$ cat config.mk
export PLATFORM = sky130hd
export DESIGN_NAME = mem_arbiter4
export DESIGN_NICKNAME = d
export VERILOG_FILES = /design/src/rtl/mem_arbiter4_pkg.sv /design/src/rtl/mem_arbiter4_rr_pick4.sv /design/src/rtl/mem_arbiter4.sv
export SDC_FILE = /design/constraint.sdc
export NUM_CORES = 1
export LEC_CHECK = 0
export CAP_MARGIN = 20
export CORE_ASPECT_RATIO = 1.25
export CORE_MARGIN = 2
export CORE_UTILIZATION = 25
export DETAILED_ROUTE_END_ITERATION = 10
export GPL_TIMING_DRIVEN = 0
export PLACE_DENSITY = 0.44
export SYNTH_ARGS = -nofsm -noshare
export SYNTH_HDL_FRONTEND = slang
export SYNTH_SLANG_ARGS = --single-unit
$ cat constraint.sdc
create_clock -name clk -period 3.75 [get_ports clk]
set_clock_uncertainty 0.05 [all_clocks]
set_input_delay 0.375 -clock clk [delete_from_list [all_inputs] [get_ports clk]]
set_output_delay 0.375 -clock clk [all_outputs]
set_load 0.03 [all_outputs]
$ cat src/rtl/mem_arbiter4_pkg.sv
// Shared definitions for the 4-way memory arbiter.
//   arb_state_e     : FSM state encoding (IDLE / BUSY)
//   TIMEOUT_DEFAULT : default abort limit in BUSY cycles
//   CNT_W           : width of the BUSY wait counter
//   onehot4()       : 2-bit index to 4-bit one-hot decode
package mem_arbiter4_pkg;

  typedef enum logic {
    IDLE = 1'b0,
    BUSY = 1'b1
  } arb_state_e;

  localparam int TIMEOUT_DEFAULT = 16;
  localparam int CNT_W           = 7;

  function automatic logic [3:0] onehot4(input logic [1:0] idx);
    return 4'b0001 << idx;
  endfunction

endpackage

$ cat src/rtl/mem_arbiter4_rr_pick4.sv
// Rotating-priority search over four requesters.
//   req   : request vector, bit i = requester i
//   ptr   : index that has highest priority this round
//   valid : at least one request present
//   idx   : first requester found searching ptr, ptr+1, ... modulo 4
module rr_pick4 (
  input  logic [3:0] req,
  input  logic [1:0] ptr,
  output logic       valid,
  output logic [1:0] idx
);

  logic [1:0] cand;

  // Walk offsets from farthest to nearest so the nearest hit is the
  // last assignment and therefore wins.
  always_comb begin
    valid = 1'b0;
    idx   = ptr;
    cand  = ptr;
    for (int k = 3; k >= 0; k--) begin
      cand = ptr + 2'(k);
      if (req[cand]) begin
        valid = 1'b1;
        idx   = cand;
      end
    end
  end

endmodule

$ cat src/rtl/mem_arbiter4.sv
// Four-requester round-robin arbiter for a shared memory resource.
//   clk   : rising-edge system clock
//   rst_n : asynchronous active-low reset
//   req   : per-requester level request
//   done  : completion strobe from the current owner (BUSY only)
//   grant : one-hot owner, zero when idle
//   sel   : binary owner index, holds its value while idle
//   busy  : a grant is held
//   err   : one-cycle pulse when a grant is aborted on timeout
//
// state | meaning
// ------+-----------------------------------------------------------
// IDLE  | no owner; a non-zero req is arbitrated and granted next edge
// BUSY  | owner holds the resource until done or the wait limit
//
// All outputs come straight from flops.
module mem_arbiter4
  import mem_arbiter4_pkg::*;
#(
  // The wait counter is CNT_W (7) bits, so values above 128 cannot be reached.
  parameter int TIMEOUT = TIMEOUT_DEFAULT
) (
  input  logic       clk,
  input  logic       rst_n,
  input  logic [3:0] req,
  input  logic       done,
  output logic [3:0] grant,
  output logic [1:0] sel,
  output logic       busy,
  output logic       err
);

  localparam logic [CNT_W-1:0] CNT_LAST = CNT_W'(TIMEOUT - 1);

  arb_state_e       state_q, state_d;
  logic [3:0]       grant_q, grant_d;
  logic [1:0]       sel_q,   sel_d;
  logic             busy_q,  busy_d;
  logic             err_q,   err_d;
  logic [1:0]       ptr_q,   ptr_d;
  logic [CNT_W-1:0] cnt_q,   cnt_d;

  logic       pick_valid;
  logic [1:0] pick_idx;

  rr_pick4 u_pick (
    .req   (req),
    .ptr   (ptr_q),
    .valid (pick_valid),
    .idx   (pick_idx)
  );

  always_comb begin
    state_d = state_q;
    grant_d = grant_q;
    sel_d   = sel_q;
    busy_d  = busy_q;
    err_d   = 1'b0;
    ptr_d   = ptr_q;
    cnt_d   = cnt_q;
    unique case (state_q)
      IDLE: begin
        if (pick_valid) begin
          state_d = BUSY;
          sel_d   = pick_idx;
          grant_d = onehot4(pick_idx);
          busy_d  = 1'b1;
          cnt_d   = '0;
        end
      end
      BUSY: begin
        // done takes priority over the timeout on the same cycle.
        if (done || (cnt_q == CNT_LAST)) begin
          state_d = IDLE;
          grant_d = 4'b0000;
          busy_d  = 1'b0;
          ptr_d   = sel_q + 2'd1;
          err_d   = ~done;
        end else begin
          cnt_d = cnt_q + 1'b1;
        end
      end
      default: state_d = IDLE;
    endcase
  end

  always_ff @(posedge clk or negedge rst_n) begin
    if (!rst_n) begin
      state_q <= IDLE;
      grant_q <= 4'b0000;
      sel_q   <= 2'd0;
      busy_q  <= 1'b0;
      err_q   <= 1'b0;
      ptr_q   <= 2'd0;
      cnt_q   <= '0;
    end else begin
      state_q <= state_d;
      grant_q <= grant_d;
      sel_q   <= sel_d;
      busy_q  <= busy_d;
      err_q   <= err_d;
      ptr_q   <= ptr_d;
      cnt_q   <= cnt_d;
    end
  end

  assign grant = grant_q;
  assign sel   = sel_q;
  assign busy  = busy_q;
  assign err   = err_q;

endmodule

== Yosys cells after proc, flatten, opt, wreduce, memory -nomap -nowiden ==
Cells that the tools add are included.

* Latch bits: 0
* Memories: 0
* Bits of input ports: 7
* Bits in read-only memories: 0
* Output and inout bits: 8
* RAM bits: 0
* Register bits: 18
* Logic and storage cells: 58

* Shift operators: 1
* Equal/unequal tests: 4
* Muxes and demuxes: 30
* $lt $le $gt $ge: 4
* Reductions and logical operators: 5
* Multipliers: 0
* Bitwise logic cells: 2
* $add $sub $neg: 5
* Div/mod/pow operators: 0

{| class="wikitable"
|+ Operators by type and width
! kind !! number
|-
| 1-bit 2-to-1 mux || 14
|-
| 7-bit 2-to-1 mux || 2
|-
| 7-bit one-hot mux with 2 select lines || 1
|-
| 2-bit by 3-bit < comparator with 1-bit output, second input constant || 4
|-
| 1-bit binary-select mux with 2-bit select || 4
|-
| 2-bit 2-to-1 mux || 4
|-
| 4-bit 2-to-1 mux || 2
|-
| 4-bit one-hot mux with 2 select lines || 1
|-
| 2-bit AND reduction || 4
|-
| 7-bit by 1-bit adder with 7-bit output, second input constant || 1
|-
| 7-bit by 4-bit equality test with 1-bit output, second input constant || 1
|-
| 2-bit by 1-bit adder with 2-bit output, second input constant || 2
|-
| 2-bit adder, second input constant || 2
|-
| 2-bit inequality test, second input constant || 2
|-
| 1-bit one-hot mux with 2 select lines || 2
|-
| 1-bit by 2-bit left shift with 4-bit output, first input constant || 1
|-
| 2-bit by 1-bit inequality test with 1-bit output, second input constant || 1
|-
| 1-bit inverter || 2
|-
| 1-bit logical OR || 1
|}

== Longest topological paths before layout ==
Gate-level depths: netlist of the first run.

* Depth after elaboration: 10
* Depth in mapped cells: 5
* Mapped depth without buffers: 5

== Cells and area by module ==
A second synthesis of the first run with hierarchy kept.

* Cell total of the unflattened synthesis: 108
* Area total of the unflattened synthesis: 1049.8 µm²

{| class="wikitable"
|+ By module, submodules not included
! module !! cells each !! sequential area each (µm²) !! instances !! area each (µm²)
|-
| mem_arbiter4 || 92 || 450.4 || 1 || 949.7
|-
| rr_pick4 || 16 || 0.0 || 1 || 100.1
|}

== Worst setup path before layout of the first run ==
OpenSTA, ideal clock, no wires.

* Path type: reg2reg
* From: reg cnt_q[0]
* To: reg cnt_q[4]
* Required time: 3574 ps
* Setup slack: 2203 ps
* Cell stages (with the launch flop): 6
* Arrival: 1371 ps
* Path buffers: 0
* Period minus slack after synthesis: 1547 ps
* Setup time: 126 ps
* Cells stage by stage: dfrtp_1 > ha_1 > nand3_2 > o41ai_4 > nor3_1 > a221o_1

* Cells in the longest elaborated chain, start to end: 4
* Elaborated cells between the ends (all ways): 7
* Classes of those cells: add/sub: 1; eq/ne: 2; mux: 2; reduce/logical: 2

{| class="wikitable"
|+ RTL lines
! what !! line !! source
|-
| start, declared || mem_arbiter4.sv:41 || <nowiki>logic [CNT_W-1:0] cnt_q, cnt_d;</nowiki>
|-
| start signal, assigned || mem_arbiter4.sv:103 || <nowiki>cnt_q <= cnt_d;</nowiki>
|-
| branches (longest 4 deep; another with 7-bit by 1-bit adder with 7-bit output) || - ||
|}

Parallel ways; which one is timed is not known. The select of a mux whose other input is x is not followed.
A chain may end at the register's enable or synchronous reset.

== Worst setup path in the final report of the first run ==
* From: in req[3]
* To: reg grant_q[3], in the netlist grant[3]

* Cells in the longest elaborated chain, start to end: 9
* Elaborated cells between the ends (all ways): 21
* Classes of those cells: eq/ne: 1; shift: 1; mux: 18; reduce/logical: 1

{| class="wikitable"
|+ RTL lines
! what !! line !! source
|-
| start, declared || mem_arbiter4.sv:25 || <nowiki>input logic [3:0] req,</nowiki>
|-
| 1-bit binary-select mux with 2-bit select || mem_arbiter4_rr_pick4.sv:23 || <nowiki>if (req[cand]) begin</nowiki>
|-
| 1-bit 2-to-1 mux (implied by the code) || mem_arbiter4_rr_pick4.sv:23 ||
|-
| 2-bit 2-to-1 mux (4 in a row) || mem_arbiter4_rr_pick4.sv:23 ||
|-
| 1-bit by 2-bit left shift with 4-bit output || mem_arbiter4_pkg.sv:17 || <nowiki>return 4'b0001 << idx;</nowiki>
|-
| 4-bit 2-to-1 mux || mem_arbiter4.sv:63 || <nowiki>if (pick_valid) begin</nowiki>
|-
| 4-bit one-hot mux with 2 select lines || mem_arbiter4.sv:61 || <nowiki>unique case (state_q)</nowiki>
|-
| end signal, assigned || mem_arbiter4.sv:98 || <nowiki>grant_q <= grant_d;</nowiki>
|-
| end, declared || mem_arbiter4.sv:36 || <nowiki>logic [3:0] grant_q, grant_d;</nowiki>
|}

Several ways; a longest one is shown, not always the timed one. The select of a mux whose other input is x is not followed.

==> metrics.md, run 1 <==
| Metric | Value |
|---|---|
| Unrepaired setup endpoints after global routing | `false` |
| Clk pwr share | `between 10% and 20%` |
| Final nets | `114` |
| Critical Path Fanout Max | `6` |
| Most frequent cells in the layout | `dfrtp_1 (18), clkdlybuf4s50_1 (14), o21ai_0 (6), nand3_1 (6), nand2_1 (6)` |
| Flop2flop setup slack | `2.03 ns` |
| Slew margin rel. | `45.1%` |
| Worst setup endpoint | `grant[3]` |
| Final min period | `1.77 ns` |
| Die Footprint | `4200 µm²` |
| Area after DPL | `1110 µm²` |
| DRC | `0` |
| Worst-Skew Late Latency | `about 0.25 ns` |
| Power per Cell Area | `696 nW/µm²` |
| Hold-fix buffers, CTS | `0` |
| Vias in the first global route | `711` |
| CTS H-tree depth | `1` |
| Ports | `15` |
| Post-CTS Setup Inserts | `0` |
| Required @ worst endpoint | `3.85 ns` |
| IO buf count | `14` |
| Seq/Total Area, Yosys | `between 40% and 50%` |
| Gpl congestion | `around 0.76` |
| CTS tree | `done` |
| Overall power | `804 µW` |
| CP max stage delay | `0.57 ns` |
| ANT nets after route | `0` |
| Commonest non-fill, non-tap cell in the layout | `dfrtp_1` |
| CTS clk-pin slew, worst paths | `about 0.07 ns` |
| Initial DRC count | `21` |
| Vias per std cell | `4.99` |
| Synth unique cells | `35` |
| Final core utilization | `32.9%` |
| Flop pwr share | `39.3%` |
| Post-Layout Inst Area | `1150 µm²` |
| Peak VDD IR | `slightly above 300 µV` |
| Die W | `around 60 µm` |
| Critical path data arrival time | `1.87 ns` |
| Lkg Pwr | `0.501 nW` |
| CTS Buffer Depth | `2` |
| Via count | `about 710` |
| Hold Path Class | `reg2reg` |
| Sw frac | `40.0%` |
| Mapped Avg Cell Area | `10.6 µm²` |
| Row cnt | `24` |
| Setup crit start | `req[3]` |
| Int Power | `482 µW` |
| Worst slew pin tran | `0.821 ns` |
| Post-synth top area share | `48.7%` |
| Hold_ws | `0.444 ns` |
| Antenna cells | `0` |
| Syn Std Cell Area | `925 µm²` |
| Worst path depth | `5` |
| DPL Wire Length | `1400 µm` |
| Post-cts sizing count | `0` |
| Final Cycle Share | `47.1%` |
| Crit path cell chain | `clkdlybuf4s50_1 -> and3b_1 -> nor4_2 -> nor2_1 -> o31ai_1` |
| Final setup vio count | `0` |
| First-pass GRT wire length | `3290 µm` |
| Reg2Reg Depth | `5` |
| Comb pwr share | `44.1%` |
| CP startpoint kind | `input pin` |
| Share of cells above drive strength 1 | `10.6%` |
| DR pass1 iterations | `4` |
| Drt wl/cell | `13.5 µm` |
| CP Class | `in2reg` |
| Core Region | `3510 µm²` |
| # fillers | `362` |
| Synthesis-stage register bit count | `18` |
| Congestion Overflow GR | `0` |
| Clk root buf | `clkbuf_8` |
| WP buf/inv | `1` |
| Psw | `322 µW` |
| Synth warn | `0` |
| Total of max-cap violations | `0` |
| Outcome | `completed` |
| Top post-synthesis cells by area | `dfrtp_1 (49%), nand3_1 (3.2%), o21ai_0 (3.2%)` |
| Achievable Freq | `between 500 and 600 MHz` |
| Worst R2R Start | `cnt_q[0]` |
| Slowest cell on crit path | `clkdlybuf4s50_1` |
| Cell accounting for the most synthesized area | `dfrtp_1` |
| TNS Setup | `0 ns` |
| Pin count of the biggest net entering global routing | `19` |
| Mapped Nets | `95` |
| Antenna violations before repair | `0` |
| Crit. End Element | `flip-flop` |
| Fin. max-slew vios | `0` |
| Delay-heaviest family, CP | `simple AND/OR/NAND/NOR gates` |
| Die Y | `72.0 µm` |
| Post-Route WL | `1940 µm` |
| All-layer global routing usage | `10.1%` |
| CTS Sinks | `18` |
| Initial core utilization | `26.3%` |
| Area grow syn2layout | `24.9%` |
| CTS Buf Count | `3` |
| Worst reg2reg endpoint | `cnt_q[4]` |
| Final hold vios | `0` |
| Synth Instances | `87` |
==> synthesized netlist by cell type <==
cell type and instances:
a22o_2 1, nor4b_1 1, and2_4 1, and3_2 2, xnor2_1 1, nor3_1 4, nand2_1 6, and3b_1 2
inv_1 3, a21oi_1 3, o2111a_1 1, nor2_1 5, nor2b_1 3, nand3_1 6, nand3_2 1, a22oi_2 1
a221o_1 1, a211o_1 1, and2b_1 1, o211ai_1 1, nand2b_1 2, o31ai_1 1, and3_1 1, nor4_2 1
a21o_1 2, a32o_1 2, dfrtp_1 18, o41ai_4 1, o21a_1 1, xor2_1 2, ha_1 1, o21ai_0 6
o2bb2ai_1 1, mux2i_1 2, clkbuf_1 1
==> layout make-up <==
| type | count | area (µm²) | area share (%) |
|---|---|---|---|
| buffer | 1 | 3.75 | 0.325 |
| clock buffer | 3 | 41.3 | 3.58 |
| inverter | 3 | 11.3 | 0.975 |
| multi-input combinational | 65 | 459 | 39.8 |
| sequential | 18 | 450 | 39.0 |
| tap | 39 | 48.8 | 4.23 |
| timing repair buffer | 14 | 140 | 12.1 |
==> state kept, by name (all words and copies together) (netlist names) <==
register and cells:
grant 4, sel 2, cnt_q 7, ptr_q 2, busy 1, state_q 1, err 1
==> worst register-to-register path, stage by stage (launching register included) <==
cell,delay [ns]
dfrtp_1,0.37
ha_1,0.23
nand3_2,0.14
o41ai_4,0.45
nor3_1,0.09
a221o_1,0.27
==> per-layer routing <==
layer | track usage [%] | vias up | wire length (µm)
li1 | - | 355 | -
met1 | 14.8 | 343 | 1000
met2 | 13.7 | 11 | 846
met3 | 1.78 | 4 | 44
met4 | 5.68 | 0 | 43
met5 | 0 | - | 0
==> power by group through the flow <==
stage | Combinational (mW) | Clock [mW] | Sequential (mW)
6_report | 0.354 | 0.133 | 0.316
5_1_grt | 0.390 | 0.146 | 0.328
4_1_cts | 0.358 | 0.137 | 0.316
3_5_place_dp | 0.356 | 0 | 0.318
3_3_place_gp | 0.353 | 0 | 0.317
2_1_floorplan | 0.181 | 0 | 0.367
==> logic make-up after synthesis <==
family / synth area share, %
AOI/OAI and AO/OA: 20.7
xor gates and xnor gates: 2.84
and+or+nand+nor: 22.6
muxes: 2.17
DFF: 48.7
buffers and inverters: 1.62
adders and majority gates: 1.35
==> per-stage QoR <==
step,setup slack [ns],instances
6_report,1.98,143
5_1_grt,1.86,143
4_1_cts,1.98,143
3_5_place_dp,1.74,140
3_3_place_gp,1.76,140
2_1_floorplan,2.20,87
==> how the worst min path moves through the flow <==
stage	start	endpoint	slack [ns]	depth (start not counted)
floorplan	rst_n	busy	0.03	0
global placement	busy	busy	0.41	2
detailed placement	busy	busy	0.41	2
CTS	busy	busy	0.44	2
global route	busy	busy	0.48	2
finish	busy	busy	0.44	2
(Power assumes the default switching activity.)
==> run 2, diff against run 1 <==
clock period = 1.8 ns   (was 3.75 ns; I/O delays follow)
==> run 2 against run 1 <==
Critical path type is now reg2reg. Clock power up 110%. Cell area up 1.5%. Critical path depth up 1. Combinational power up 110%. Highest routed layer unchanged. Setup slack worse by 1.9 ns. Flip-flop and latch count unchanged. Final cell count up 1.4%. Utilization up 0.50 points. Global-route usage unchanged. Wire length up 0.57%. Register-to-register slack worse by 1.9 ns.
==> metrics.md, run 2 (synthesis gave the netlist of run 1 again) <==
| Metric | Value |
|---|---|
| Lkg Pwr | `slightly above 0.5 nW` |
| # fillers | `360` |
| IO buf count | `14` |
| Clk root buf | `clkbuf_8` |
| Ports | `15` |
| Core Region | `3510 µm²` |
| Commonest non-fill, non-tap cell in the layout | `dfrtp_1` |
| Biggest register | `cnt_q` |
| Flop2flop setup slack | `roughly 0.11 ns` |
| CP startpoint kind | `flip-flop` |
| Required @ worst endpoint | `1.89 ns` |
| Share of cells above drive strength 1 | `13.2%` |
| Via count | `a little over 700` |
| Critical Path Fanout Max | `6` |
| Multi-input combinational cell area | `roughly 460 µm²` |
| Final core utilization | `33.4%` |
| Final min period | `~1.7 ns` |
| Slew margin rel. | `44.6%` |
| Final Cycle Share | `93.9%` |
| Drt wl/cell | `approximately 13 µm` |
| Total of max-cap violations | `0` |
| Congestion Overflow GR | `0` |
| Max reg flops | `7` |
| Antenna cells | `0` |
| Hold Path Class | `in2async` |
| Worst slew pin tran | `0.829 ns` |
| Critical path data arrival time | `roughly 1.8 ns` |
| Final setup vio count | `0` |
| Vias in the first global route | `711` |
| Power per Cell Area | `1450 nW/µm²` |
| CTS Buffer Depth | `2` |
| Area grow syn2layout | `26.8%` |
| CTS H-tree depth | `1` |
| Die Footprint | `around 4200 µm²` |
| Vias per std cell | `~4.9` |
| Initial core utilization | `26.3%` |
| Worst R2R Start | `cnt_q[0]` |
| Outcome | `completed` |
| DRC | `0` |
| Reg2Reg Depth | `6` |
| Die Y | `72.0 µm` |
| Slowest cell on crit path | `dfrtp_1` |
| Achievable Freq | `591 MHz` |
| Peak VDD IR | `between 600 and 700 µV` |
| Most frequent cells in the layout | `dfrtp_1 (18), clkdlybuf4s50_1 (14), o21ai_0 (6), nand3_1 (6), nand2_1 (6)` |
| Initial DRC count | `11` |
| CTS clk-pin slew, worst paths | `0.07 ns` |
| Final non-filler cell total | `roughly 150` |
| CTS Buf Count | `3` |
| Worst-Skew Late Latency | `~0.25 ns` |
| Gpl congestion | `0.757` |
| Final nets | `about 120` |
| ANT nets after route | `0` |
| Die W | `58.4 µm` |
| Final hold vios | `0` |
| Row cnt | `24` |
| CTS tree | `done` |
| CTS Sinks | `18` |
| Setup crit start | `cnt_q[0]` |
| All-layer global routing usage | `between 10 and 15%` |
| Fin. max-slew vios | `0` |
| DPL Wire Length | `1400 µm` |
| CP Class | `reg2reg` |
| First-pass GRT wire length | `3290 µm` |
| CP max stage delay | `0.38 ns` |
| Post-Place Cells | `140` |
| FF+latch area | `450 µm²` |
| Post-Route WL | `1950 µm` |
| Pin count of the biggest net entering global routing | `19` |
| DR pass1 iterations | `4` |
| Crit. End Element | `flip-flop` |
| Worst reg2reg endpoint | `cnt_q[4]` |
| Antenna violations before repair | `0` |
| Crit path cell chain | `ha_2 -> nand3_2 -> o41ai_4 -> buf_4 -> nor3_1 -> a221o_1` |
==> run 2: changes by cell type in the layout (fill, tap and decap cells not counted) <==
cell and change:
buf_4 +2, ha_1 -1, ha_2 +1
==> run 2: worst max path at each step <==
stage / endpoint / slack, ns
floorplan: cnt_q[4] / 0.25
global placement: grant[3] / 0.006
detailed placement: grant[3] / -0.01
CTS: cnt_q[4] / 0.07
global route: cnt_q[4] / -0.01
finish: cnt_q[4] / 0.11
==> run 2: layer usage <==
metal / global-route usage [%] / wire, µm / vias to the layer above
li1: - / - / 360
met1: 14.8 / 1010 / 342
met3: 1.78 / 44 / 4
met4: 5.68 / 43 / 0
met5: 0 / 0 / -
met2: 13.7 / 850 / 11
==> run 2: what timing repair did <==
action / in CTS / in global routing
buffers inserted: 0 / 2
gates resized for setup: 0 / 1
endpoints found under the setup margin: 0 / 5
endpoints found under the hold margin: 0 / 0
hold buffers: 0 / 0
==> run 2: power breakdown <==
part | switching, mW | internal, mW | leakage, nW | total [mW]
combinational | 0.418 | 0.341 | 0.253 | 0.759
sequential | 0.126 | 0.533 | 0.233 | 0.659
clock | 0.130 | 0.149 | 0.0216 | 0.279
total | 0.674 | 1.02 | 0.508 | 1.70
==> run 2: cell type report <==
cell class	count	area share (%)
multi-input combinational	65	39.4
tap	39	4.16
clock buffer	3	3.52
buffer	1	0.320
inverter	3	0.961
sequential	18	38.4
timing repair buffer	16	13.2
==> run 2: critical path: cells and delay by family (launching register included) <==
| kind | cells | cell delay (ns) |
|---|---|---|
| and+or+nand+nor | 2 | 0.18 |
| adders and majority gates | 1 | 0.22 |
| buffers and inverters | 1 | 0.19 |
| AOI/OAI and AO/OA | 2 | 0.56 |
| DFF | 1 | 0.38 |
==> run 2: stage by stage <==
step	worst slack, ns	setup TNS (ns)	area [µm²]	total power, mW	hold WS (ns)
floorplan	0.253	0	925	1.14	-0.166
global placement	0.00612	0	1110	1.40	0.413
detailed placement	-0.0113	-0.0225	1110	1.40	0.414
CTS	0.0700	0	1150	1.69	0.388
global route	-0.0127	-0.0241	1170	1.82	0.433
finish	0.109	0	1170	1.70	0.353
